File: src/rtl/ps2_pkg.sv
// Shared types and constants for the PS/2 receiver: FSM state encoding,
// scan-code prefix bytes and the frame parity helper.
package ps2_pkg;

  typedef enum logic [2:0] {
    ST_IDLE   = 3'd0,
    ST_DATA   = 3'd1,
    ST_PARITY = 3'd2,
    ST_STOP   = 3'd3,
    ST_CHECK  = 3'd4
  } ps2_state_e;

  localparam logic [7:0] PS2_PREFIX_EXT = 8'hE0;
  localparam logic [7:0] PS2_PREFIX_BRK = 8'hF0;
  localparam int unsigned PS2_EVENT_W   = 10;

  // PS/2 uses odd parity: data bits plus parity bit must hold an odd number of ones.
  function automatic logic odd_parity_ok(input logic [7:0] data, input logic parity);
    return ^{data, parity};
  endfunction

endpackage

File: src/rtl/ps2_event_fifo.sv
// First-word fall-through event FIFO. A push while full is dropped and
// reported on overflow unless a pop frees a slot in the same cycle.
module ps2_event_fifo #(
  parameter int WIDTH = 10,
  parameter int DEPTH = 16
) (
  input  logic                     clk,
  input  logic                     reset_n,
  input  logic                     push,
  input  logic [WIDTH-1:0]         wdata,
  output logic [WIDTH-1:0]         rdata,
  output logic                     valid,
  input  logic                     ready,
  output logic                     overflow,
  output logic [$clog2(DEPTH):0]   level
);

  localparam int AW = $clog2(DEPTH);
  localparam logic [AW:0] FULL_LEVEL = (AW+1)'(DEPTH);

  logic [WIDTH-1:0] mem_r [DEPTH];
  logic [AW-1:0]    wr_ptr_r;
  logic [AW-1:0]    rd_ptr_r;
  logic [AW:0]      level_r;
  logic             overflow_r;
  logic             full_s;
  logic             pop_s;
  logic             write_s;

  assign full_s  = (level_r == FULL_LEVEL);
  assign pop_s   = (level_r != '0) && ready;
  assign write_s = push && (!full_s || pop_s);

  // Storage array; contents need no reset because level gates visibility.
  always_ff @(posedge clk) begin
    if (write_s) begin
      mem_r[wr_ptr_r] <= wdata;
    end
  end

  // Pointers, occupancy and the overflow pulse.
  always_ff @(posedge clk or negedge reset_n) begin
    if (!reset_n) begin
      wr_ptr_r   <= '0;
      rd_ptr_r   <= '0;
      level_r    <= '0;
      overflow_r <= 1'b0;
    end else begin
      if (write_s) begin
        wr_ptr_r <= wr_ptr_r + AW'(1'b1);
      end
      if (pop_s) begin
        rd_ptr_r <= rd_ptr_r + AW'(1'b1);
      end
      case ({write_s, pop_s})
        2'b10:   level_r <= level_r + (AW+1)'(1'b1);
        2'b01:   level_r <= level_r - (AW+1)'(1'b1);
        default: level_r <= level_r;
      endcase
      overflow_r <= push && full_s && !pop_s;
    end
  end

  assign rdata    = mem_r[rd_ptr_r];
  assign valid    = (level_r != '0);
  assign overflow = overflow_r;
  assign level    = level_r;

endmodule

File: src/rtl/ps2_rx_fifo.sv
// PS/2 device-to-host receiver: synchronises the PS/2 lines, deframes
// 11-bit frames with parity/stop/timeout checking, optionally folds the
// E0/F0 prefixes into event flags, and queues events in a FIFO.
module ps2_rx_fifo
  import ps2_pkg::*;
#(
  parameter int SYNC_STAGES    = 3,
  parameter int TIMEOUT_CYCLES = 50000,
  parameter int FIFO_DEPTH     = 16,
  parameter int DECODE         = 1
) (
  input  logic                          clk,
  input  logic                          reset_n,
  input  logic                          ps2_clk,
  input  logic                          ps2_data,
  output logic [9:0]                    ev_data,
  output logic                          ev_valid,
  input  logic                          ev_ready,
  output logic                          parity_err,
  output logic                          frame_err,
  output logic                          overflow,
  output logic [$clog2(FIFO_DEPTH):0]   fifo_level
);

  localparam int TW = $clog2(TIMEOUT_CYCLES + 1);
  localparam logic [TW-1:0] TIMEOUT_LAST = TW'(TIMEOUT_CYCLES - 1);
  localparam bit DECODE_ON = (DECODE != 32'sd0);

  logic [SYNC_STAGES-1:0] clk_sync_r;
  logic [SYNC_STAGES-1:0] data_sync_r;
  logic                   fall_s;
  logic                   bit_s;

  ps2_state_e             state_r;
  ps2_state_e             state_nxt_s;

  logic [7:0]             shift_r;
  logic [2:0]             bit_cnt_r;
  logic                   parity_bit_r;
  logic                   stop_bit_r;
  logic [TW-1:0]          timeout_cnt_r;
  logic                   timeout_hit_s;
  logic                   parity_ok_s;

  logic                   ext_r;
  logic                   brk_r;
  logic                   parity_err_r;
  logic                   frame_err_r;

  logic                   push_s;
  logic                   set_ext_s;
  logic                   set_brk_s;
  logic                   clr_flags_s;
  logic                   par_fail_s;
  logic                   stop_fail_s;
  logic                   tmo_fail_s;
  logic [9:0]             push_data_s;

  // Synchronise the asynchronous PS/2 lines; idle level is high.
  always_ff @(posedge clk or negedge reset_n) begin
    if (!reset_n) begin
      clk_sync_r  <= '1;
      data_sync_r <= '1;
    end else begin
      clk_sync_r  <= {clk_sync_r[SYNC_STAGES-2:0], ps2_clk};
      data_sync_r <= {data_sync_r[SYNC_STAGES-2:0], ps2_data};
    end
  end

  assign fall_s        = clk_sync_r[SYNC_STAGES-1] && !clk_sync_r[SYNC_STAGES-2];
  assign bit_s         = data_sync_r[SYNC_STAGES-1];
  assign timeout_hit_s = (timeout_cnt_r == TIMEOUT_LAST) && !fall_s;
  assign parity_ok_s   = odd_parity_ok(shift_r, parity_bit_r);

  // FSM state register.
  always_ff @(posedge clk or negedge reset_n) begin
    if (!reset_n) begin
      state_r <= ST_IDLE;
    end else begin
      state_r <= state_nxt_s;
    end
  end

  // FSM next-state logic: advance one frame field per PS/2 falling edge.
  always_comb begin
    state_nxt_s = state_r;
    case (state_r)
      ST_IDLE: begin
        if (fall_s && !bit_s) state_nxt_s = ST_DATA;
        else                  state_nxt_s = ST_IDLE;
      end
      ST_DATA: begin
        if (fall_s && (bit_cnt_r == 3'd7)) state_nxt_s = ST_PARITY;
        else if (timeout_hit_s)            state_nxt_s = ST_IDLE;
        else                               state_nxt_s = ST_DATA;
      end
      ST_PARITY: begin
        if (fall_s)             state_nxt_s = ST_STOP;
        else if (timeout_hit_s) state_nxt_s = ST_IDLE;
        else                    state_nxt_s = ST_PARITY;
      end
      ST_STOP: begin
        if (fall_s)             state_nxt_s = ST_CHECK;
        else if (timeout_hit_s) state_nxt_s = ST_IDLE;
        else                    state_nxt_s = ST_STOP;
      end
      ST_CHECK: state_nxt_s = ST_IDLE;
      default:  state_nxt_s = ST_IDLE;
    endcase
  end

  // FSM outputs: frame verdict, prefix handling and timeout strobes.
  always_comb begin
    push_s      = 1'b0;
    set_ext_s   = 1'b0;
    set_brk_s   = 1'b0;
    clr_flags_s = 1'b0;
    par_fail_s  = 1'b0;
    stop_fail_s = 1'b0;
    tmo_fail_s  = 1'b0;
    case (state_r)
      ST_CHECK: begin
        par_fail_s  = !parity_ok_s;
        stop_fail_s = !stop_bit_r;
        if (parity_ok_s && stop_bit_r) begin
          if (DECODE_ON && (shift_r == PS2_PREFIX_EXT)) begin
            set_ext_s = 1'b1;
          end else if (DECODE_ON && (shift_r == PS2_PREFIX_BRK)) begin
            set_brk_s = 1'b1;
          end else begin
            push_s      = 1'b1;
            clr_flags_s = 1'b1;
          end
        end else begin
          clr_flags_s = 1'b1;
        end
      end
      ST_DATA, ST_PARITY, ST_STOP: begin
        if (timeout_hit_s) begin
          tmo_fail_s  = 1'b1;
          clr_flags_s = 1'b1;
        end else begin
          tmo_fail_s  = 1'b0;
        end
      end
      default: begin
        push_s = 1'b0;
      end
    endcase
  end

  assign push_data_s = DECODE_ON ? {ext_r, brk_r, shift_r} : {2'b00, shift_r};

  // Frame datapath: data shift register, bit counter, parity/stop capture, timeout counter.
  always_ff @(posedge clk or negedge reset_n) begin
    if (!reset_n) begin
      shift_r       <= 8'h00;
      bit_cnt_r     <= 3'd0;
      parity_bit_r  <= 1'b0;
      stop_bit_r    <= 1'b0;
      timeout_cnt_r <= '0;
    end else begin
      case (state_r)
        ST_DATA: begin
          if (fall_s) begin
            shift_r   <= {bit_s, shift_r[7:1]};
            bit_cnt_r <= bit_cnt_r + 3'd1;
          end
        end
        ST_PARITY: begin
          if (fall_s) parity_bit_r <= bit_s;
        end
        ST_STOP: begin
          if (fall_s) stop_bit_r <= bit_s;
        end
        default: begin
          bit_cnt_r <= 3'd0;
        end
      endcase
      if ((state_r == ST_DATA) || (state_r == ST_PARITY) || (state_r == ST_STOP)) begin
        timeout_cnt_r <= fall_s ? '0 : timeout_cnt_r + TW'(1'b1);
      end else begin
        timeout_cnt_r <= '0;
      end
    end
  end

  // Prefix flags carried from E0/F0 to the next ordinary byte.
  always_ff @(posedge clk or negedge reset_n) begin
    if (!reset_n) begin
      ext_r <= 1'b0;
      brk_r <= 1'b0;
    end else if (clr_flags_s) begin
      ext_r <= 1'b0;
      brk_r <= 1'b0;
    end else begin
      if (set_ext_s) ext_r <= 1'b1;
      if (set_brk_s) brk_r <= 1'b1;
    end
  end

  // Registered one-cycle error pulses.
  always_ff @(posedge clk or negedge reset_n) begin
    if (!reset_n) begin
      parity_err_r <= 1'b0;
      frame_err_r  <= 1'b0;
    end else begin
      parity_err_r <= par_fail_s;
      frame_err_r  <= stop_fail_s || tmo_fail_s;
    end
  end

  assign parity_err = parity_err_r;
  assign frame_err  = frame_err_r;

  ps2_event_fifo #(
    .WIDTH (PS2_EVENT_W),
    .DEPTH (FIFO_DEPTH)
  ) u_fifo (
    .clk      (clk),
    .reset_n  (reset_n),
    .push     (push_s),
    .wdata    (push_data_s),
    .rdata    (ev_data),
    .valid    (ev_valid),
    .ready    (ev_ready),
    .overflow (overflow),
    .level    (fifo_level)
  );

endmodule
File: config.mk
export PLATFORM = sky130hd
export DESIGN_NAME = ps2_rx_fifo
export DESIGN_NICKNAME = d
export VERILOG_FILES = /design/src/rtl/ps2_pkg.sv /design/src/rtl/ps2_event_fifo.sv /design/src/rtl/ps2_rx_fifo.sv
export SDC_FILE = /design/constraint.sdc
export NUM_CORES = 1
export LEC_CHECK = 0
export BUFFER_PORTS_ARGS = -buffer_cell sky130_fd_sc_hd__buf_2
export CAP_MARGIN = 10
export CORE_UTILIZATION = 40
export CTS_CLUSTER_DIAMETER = 80
export CTS_CLUSTER_SIZE = 25
export DETAILED_ROUTE_END_ITERATION = 8
export PLACE_DENSITY_LB_ADDON = 0.08
export REMOVE_ABC_BUFFERS = 1
export SETUP_SLACK_MARGIN = 0.02
export SKIP_CTS_REPAIR_TIMING = 1
export SLEW_MARGIN = 10
export SYNTH_ARGS = -nofsm -noshare
export SYNTH_HDL_FRONTEND = slang
export SYNTH_SLANG_ARGS = --single-unit
File: constraint.sdc
create_clock -name clk -period 8.47 [get_ports clk]
set_input_delay 0 -clock clk [delete_from_list [all_inputs] [get_ports clk]]
set_output_delay 0 -clock clk [all_outputs]
set_load 0.01 [all_outputs]
Word-level counts from Yosys, hierarchy flattened
Memories as Yosys holds them, arrays and structs flattened.
Index checks and enable logic that the tools add are counted.
- register bits after elaboration: 56
- memory bits (writable): 160
- input bits: 5
- output and inout bits: 19
- word-level logic and storage cells: 104
- memories kept: 1
- memory list (memory ; words ; bits a word ; rd ports ; clocked after Yosys merged registers in ; write ports ; line ; source):
    u_fifo.mem_r ; 16 ; 10 ; 1 ; 0 ; 1 ; ps2_event_fifo.sv:21 ; logic [WIDTH-1:0] mem_r [DEPTH];
- add/subtract/negate cells: 6
- eq/ne operators: 12
- mux-type cells: 36
- bitwise gates (word level): 1
- reductions and logical operators: 32
- operators with widths (operator ; number):
    2-to-1 mux 16 bit ; 2
    2-to-1 mux 1 bit ; 24
    adder 16 x 1 -> 16 bit (second input constant) ; 1
    == test 16 bit (second input constant) ; 1
    == test 8 bit (second input constant) ; 2
    one-hot mux 3 bit (4 select lines) ; 1
    one-hot mux 5 bit (2 select lines) ; 1
    logical AND 1 bit ; 9
    parity 9 bit ; 1
    adder 4 x 1 -> 4 bit (second input constant) ; 2
    2-to-1 mux 2 bit ; 4
    AND reduction 2 bit ; 4
    logical NOT 1 bit ; 7
    == test 3 x 2 -> 1 bit (second input constant) ; 2
    == test 3 bit (second input constant) ; 2
    2-to-1 mux 3 bit ; 2
    one-hot mux 3 bit (2 select lines) ; 1
    nonzero test 2 bit ; 3
    adder 5 x 1 -> 5 bit (second input constant) ; 1
    == test 5 bit (second input constant) ; 1
    nonzero test 5 bit ; 1
    subtractor 5 x 1 -> 5 bit (second input constant) ; 1
    logical OR 1 bit ; 4
    adder 3 x 1 -> 3 bit (second input constant) ; 1
    9 further kinds ; 9

Longest topological paths before layout
- depth in word-level cells: 8
- mapped depth: 15
- mapped depth without buffers: 13

By module
A second synthesis with hierarchy kept.
- cell total of the unflattened synthesis: 537
- area, all modules: 8974.9 µm²
- modules (own cells, without submodules) (module ; instances ; cells each ; area each (µm²)):
    ps2_event_fifo ; 1 ; 364 ; 6981.7
    ps2_rx_fifo ; 1 ; 173 ; 1993.2

Least setup slack after synthesis
Ideal clock, no wire load.
- path kind: flip-flop to flip-flop
- start point: register u_fifo.level_r[1], in the netlist u_fifo.level[1]
- end point: register u_fifo.level_r[4], in the netlist u_fifo.level[4]
- library setup time: 80 ps
- arrival time: 3426 ps
- slack: 4964 ps
- cell stages (with the launch flop): 16
- buffers on the path: 2
- path through: dfrtp_1 > or4_1 > or3b_1 > and2_4 > and3_4 > buf_6 > inv_1 > ha_1 > clkbuf_1 > xor2_1 > ha_1 > o21a_1 > o22a_1 > a21oi_1 > mux2i_1 > xnor2_1
- cells in the longest elaborated chain, start to end: 6
- ends and longest elaborated chain (item ; line ; source):
    start: declaration ; ps2_event_fifo.sv:24 ; logic [AW:0] level_r;
    start signal: assignment ; ps2_event_fifo.sv:56 ; 2'b10: level_r <= level_r + (AW+1)'(1'b1);
    start signal: assignment ; ps2_event_fifo.sv:57 ; 2'b01: level_r <= level_r - (AW+1)'(1'b1);
    start signal: assignment ; ps2_event_fifo.sv:58 ; default: level_r <= level_r;
    == test 5 bit / nonzero test 5 bit (equally long branches) ; ps2_event_fifo.sv:30, ps2_event_fifo.sv:31 ;
    logical NOT 1 bit / logical AND 1 bit (equally long branches) ; ps2_event_fifo.sv:32, ps2_event_fifo.sv:31 ;
    logical OR 1 bit ; ps2_event_fifo.sv:32 ; assign write_s = push && (!full_s || pop_s);
    logical AND 1 bit ; ps2_event_fifo.sv:32 ;
    == test 2 x 1 -> 1 bit / == test 2 bit (equally long branches) ; ps2_event_fifo.sv:55 ; case ({write_s, pop_s})
    one-hot mux 5 bit (2 select lines) / nonzero test 2 bit (equally long branches) ; - ;
Several ways; a longest one is shown, not always the timed one.
A chain may end at the register's enable or synchronous reset.

Worst setup path after layout
- start point: register shift_r[4]
- end point: register u_fifo.level_r[4], in the netlist u_fifo.level[4]
- cells in the longest elaborated chain, start to end: 8
- ends and longest elaborated chain (item ; line ; source):
    start: declaration ; ps2_rx_fifo.sv:37 ; logic [7:0] shift_r;
    start signal: assignment ; ps2_rx_fifo.sv:166 ; shift_r <= {bit_s, shift_r[7:1]};
    == test 8 bit ; ps2_rx_fifo.sv:128 ; end else if (DECODE_ON && (shift_r == PS2_PREFIX_BRK)) begin
    2-to-1 mux 1 bit ; ps2_rx_fifo.sv:128 ;
    2-to-1 mux 1 bit ; ps2_rx_fifo.sv:126 ; if (DECODE_ON && (shift_r == PS2_PREFIX_EXT)) begin
    2-to-1 mux 1 bit * ; ps2_rx_fifo.sv:125 ; if (parity_ok_s && stop_bit_r) begin
    2-to-1 mux 1 bit * ; ps2_rx_fifo.sv:121 ; case (state_r)
    logical AND 1 bit * ; ps2_event_fifo.sv:32 ;
    == test 2 x 1 -> 1 bit / == test 2 bit (equally long branches) ; ps2_event_fifo.sv:55 ;
    one-hot mux 5 bit (2 select lines) / nonzero test 2 bit (equally long branches) ; - ;
Mark *: on every way between the ends. The rest lies on a longest branch, timed or not.

==> flow_metrics.env <==
export IMPL_p_leak_nw=3.53
export IMPL_peakVddDrop_uv=116
export IMPL_ys_ff_latch=216
export IMPL_min_period_ns=3.90
export IMPL_p_seq_share_pct=60.8
export IMPL_core_area_sq_um=21800
export IMPL_fp_dieH_um=151
export IMPL_clock_latency_ns=0.48
export IMPL_dieArea_sq_um=22700
export IMPL_synth_area_sq_um=8850
export IMPL_p_comb_share_pct=6.4
export IMPL_max_stage_delay_ns=0.74
export IMPL_via_count=4352
export IMPL_synthDistinctLibCells=52
export IMPL_antenna_cells=0
export IMPL_swShare_pct=23.4
export IMPL_clkTransAtPathRegs_ns=0.10
export IMPL_fillCellCount=1949
export IMPL_h_tree_depth=1
export IMPL_async_reset_ff_share_pct=25.9
export IMPL_dp_cells=773
export IMPL_cts_root_buffer="clkbuf_16"
export IMPL_drv_cap=0
export IMPL_synth_top_cells_by_area="edfxtp_1 (54%), dfrtp_1 (14%), mux4_2 (13%)"
export IMPL_power_frac_clock_pct=32.8
export IMPL_wl_per_cell_um=22.9
export IMPL_cts_tree="yes"
export IMPL_hold_class="in -> reg"
export IMPL_timing_rr_end="u_fifo.level[4]"
export IMPL_utilization_pct=44.8
export IMPL_synth_flop_cell="edfxtp_1"
export IMPL_postRouteAntennaNets=0
export IMPL_hold_ws_ns=-0.0116
export IMPL_drt_total_wl_mm=18.2
export IMPL_ioPinCount=24
export IMPL_portBuffers=23
export IMPL_dp_hpwl_mm=10.7
export IMPL_syn_inst=488
export IMPL_rows=54
export IMPL_status="complete, but fails checks"
export IMPL_clkSinkCount=216
export IMPL_path_buf_inv=1
export IMPL_slew_headroom_pct=31.0
export IMPL_fmaxAchievable_mhz=256
export IMPL_period_share_pct=46.1
export IMPL_cp_required_ns=8.86
export IMPL_syn_mean_instance_area_sq_um=18.1
export IMPL_grt_max_degree=57
export IMPL_drt_initial_drc_count=222
export IMPL_finalSetupViolations=0
export IMPL_cts_buffers=13
export IMPL_tightestPinTransition_ns=1.03
export IMPL_crit_type="reg -> reg"
export IMPL_nets=528
export IMPL_critPathTopFamily="XOR/XNOR gates"
export IMPL_via_per_inst=5.46
export IMPL_min_path_cells=3
export IMPL_drive_gt1_share_pct=24.8
export IMPL_rsz0062_at_grt="no"
export IMPL_netSwitchingPower_uw=501
export IMPL_firstDrtPassIters=4
export IMPL_antenna_found_initial=0
export IMPL_holdCritStartpoint="ev_ready"
export IMPL_synth_edf_count=160
export IMPL_skew_ns=0.0196
export IMPL_final_cells=797
export IMPL_grt_pass1_vias=4494
export IMPL_hold_viol=1
export IMPL_grt_usage_pct=16.8
export IMPL_ys_warnings_count=0
export IMPL_layout_cells_most_common_list="edfxtp_1 (160), mux4_2 (50), dfrtp_1 (48)"
export IMPL_dieWidth_um=151
export IMPL_start_util_pct=40.7
export IMPL_violations="negative hold slack"
export IMPL_gp_congestion=0.781
export IMPL_grt_pass1_wl_mm=27.4
export IMPL_final_common_cell="edfxtp_1"
export IMPL_r2r_start="shift_r[4]"
export IMPL_crit_path_end_kind="flip-flop"
export IMPL_synth_top_cell_area_share_pct=54.3
export IMPL_power_density_nw_per_um2=220
export IMPL_start_kind="flip-flop"
export IMPL_drv_slew=0
export IMPL_clock_path_buffers=3
export IMPL_route_detailed_drc=0
export IMPL_critPathArrivalTime_ns=4.29
export IMPL_areaGrowthSynthToFinish_pct=9.98
export IMPL_reg2regPathDepth=13
export IMPL_seq_area_frac_synth_pct=70.2
export IMPL_synth_largest_area_cell="edfxtp_1"
export IMPL_setup_tns_ns=0
export IMPL_slowest_stage="dfrtp_1"
export IMPL_critical_path_max_fanout=21
export IMPL_overflow=0
export IMPL_path_cells="xor2_1 -> xnor3_1 -> xnor2_2 -> and3_4 -> inv_1 -> ha_1 -> xor2_1 -> ha_1 -> o21a_1 -> o22a_1 -> a21oi_1 -> mux2i_1 -> xnor2_1"
export IMPL_whs_endpoint="u_fifo.rd_ptr_r[0]"
export IMPL_p_int_mw=1.64
export IMPL_rrSetupSlack_ns=4.57
-- metrics by stage --
stage | cell area (sq um) | setup WS, ns | total power [mW]
after floorplan | 8750 | 5.11 | 1.40
after detailed placement | 9280 | 4.61 | 1.46
final | 9740 | 4.57 | 2.14
after CTS | 9710 | 4.58 | 2.16
after global placement | 9280 | 4.74 | 1.45
after global routing | 9740 | 4.31 | 2.21
-- power by group through the flow --
stage / Combinational [mW] / Clock (mW) / Sequential [mW]
after detailed placement: 0.135 / 0 / 1.32
after floorplan: 0.104 / 0 / 1.29
after global placement: 0.131 / 0 / 1.32
after CTS: 0.137 / 0.722 / 1.30
final: 0.137 / 0.703 / 1.30
after global routing: 0.148 / 0.751 / 1.31
-- sequential cells by signal, indices dropped and copies added, names as in the netlist --
signal / count
state_r: 3
u_fifo.overflow: 1
u_fifo.level: 5
data_sync_r: 3
timeout_cnt_r: 16
brk_r: 1
parity_err: 1
u_fifo.mem_r: 160
u_fifo.rd_ptr_r: 4
shift_r: 8
frame_err: 1
stop_bit_r: 1
u_fifo.wr_ptr_r: 4
bit_cnt_r: 3
clk_sync_r: 3
ext_r: 1
parity_bit_r: 1
-- final cells by class --
cell class	instances	area, sq um	share of cell area, %
Clock buffer	16	337	3.46
Clock inverter	5	93.8	0.964
Inverter	7	26.3	0.270
Multi-Input combinational cell	241	2520	25.9
Sequential cell	216	6220	63.8
Tap cell	280	350	3.60
Timing Repair Buffer	32	190	1.95
-- synthesized netlist by cell type, types with 2 or more instances --
cell type	number
a21oi_1	7
a22o_1	2
a22oi_1	3
and2_1	2
and3_1	11
and4_1	5
and4b_1	3
and4b_2	2
buf_2	4
clkbuf_1	18
dfrtp_1	50
dfstp_2	6
edfxtp_1	160
ha_1	12
inv_1	7
mux2_2	13
mux4_2	50
nand2_1	10
nand3_1	10
nand4_1	6
nor2_1	34
nor2b_1	4
nor3_1	4
nor4bb_1	2
o21ai_0	6
or3_1	3
or4_1	2
xnor2_1	15
xor2_1	14
-- tightest hold or removal path, delay by kind of cell --
family,cells,cell delay [ns]
xor gates and xnor gates,1,0.10
and+or+nand+nor,1,0.25
buffers and inverters,1,0.09
-- how the worst max path moves through the flow --
stage,from,to,slack (ns),cells past startpoint
floorplan,shift_r[4],u_fifo.level[4],5.11,13
global route,shift_r[2],u_fifo.level[4],4.31,13
detailed placement,shift_r[2],u_fifo.level[4],4.61,13
global placement,shift_r[4],u_fifo.level[4],4.74,13
finish,shift_r[4],u_fifo.level[4],4.57,13
CTS,shift_r[2],u_fifo.level[4],4.58,13
-- cell families (layout without fill, tap and decap cells) --
group / count (synthesis) / count (layout) / share of synthesized area (%)
compound gates: 26 / 26 / 1.92
xor+xnor: 31 / 31 / 3.31
fa+ha+maj: 12 / 12 / 1.70
buf+inv: 31 / 60 / 1.46
flops: 216 / 216 / 70.2
mux: 65 / 65 / 14.7
simple gates: 107 / 107 / 6.80
-- per-layer routing --
layer	routed length (um)	global-route usage [%]	vias up
met2	9030	28.3	82
met4	527	5.00	0
li1	-	-	1956
met1	7920	22.6	2288
met3	747	2.41	26
met5	0	0	-
No activity file was read; power rests on OpenSTA's default activity.
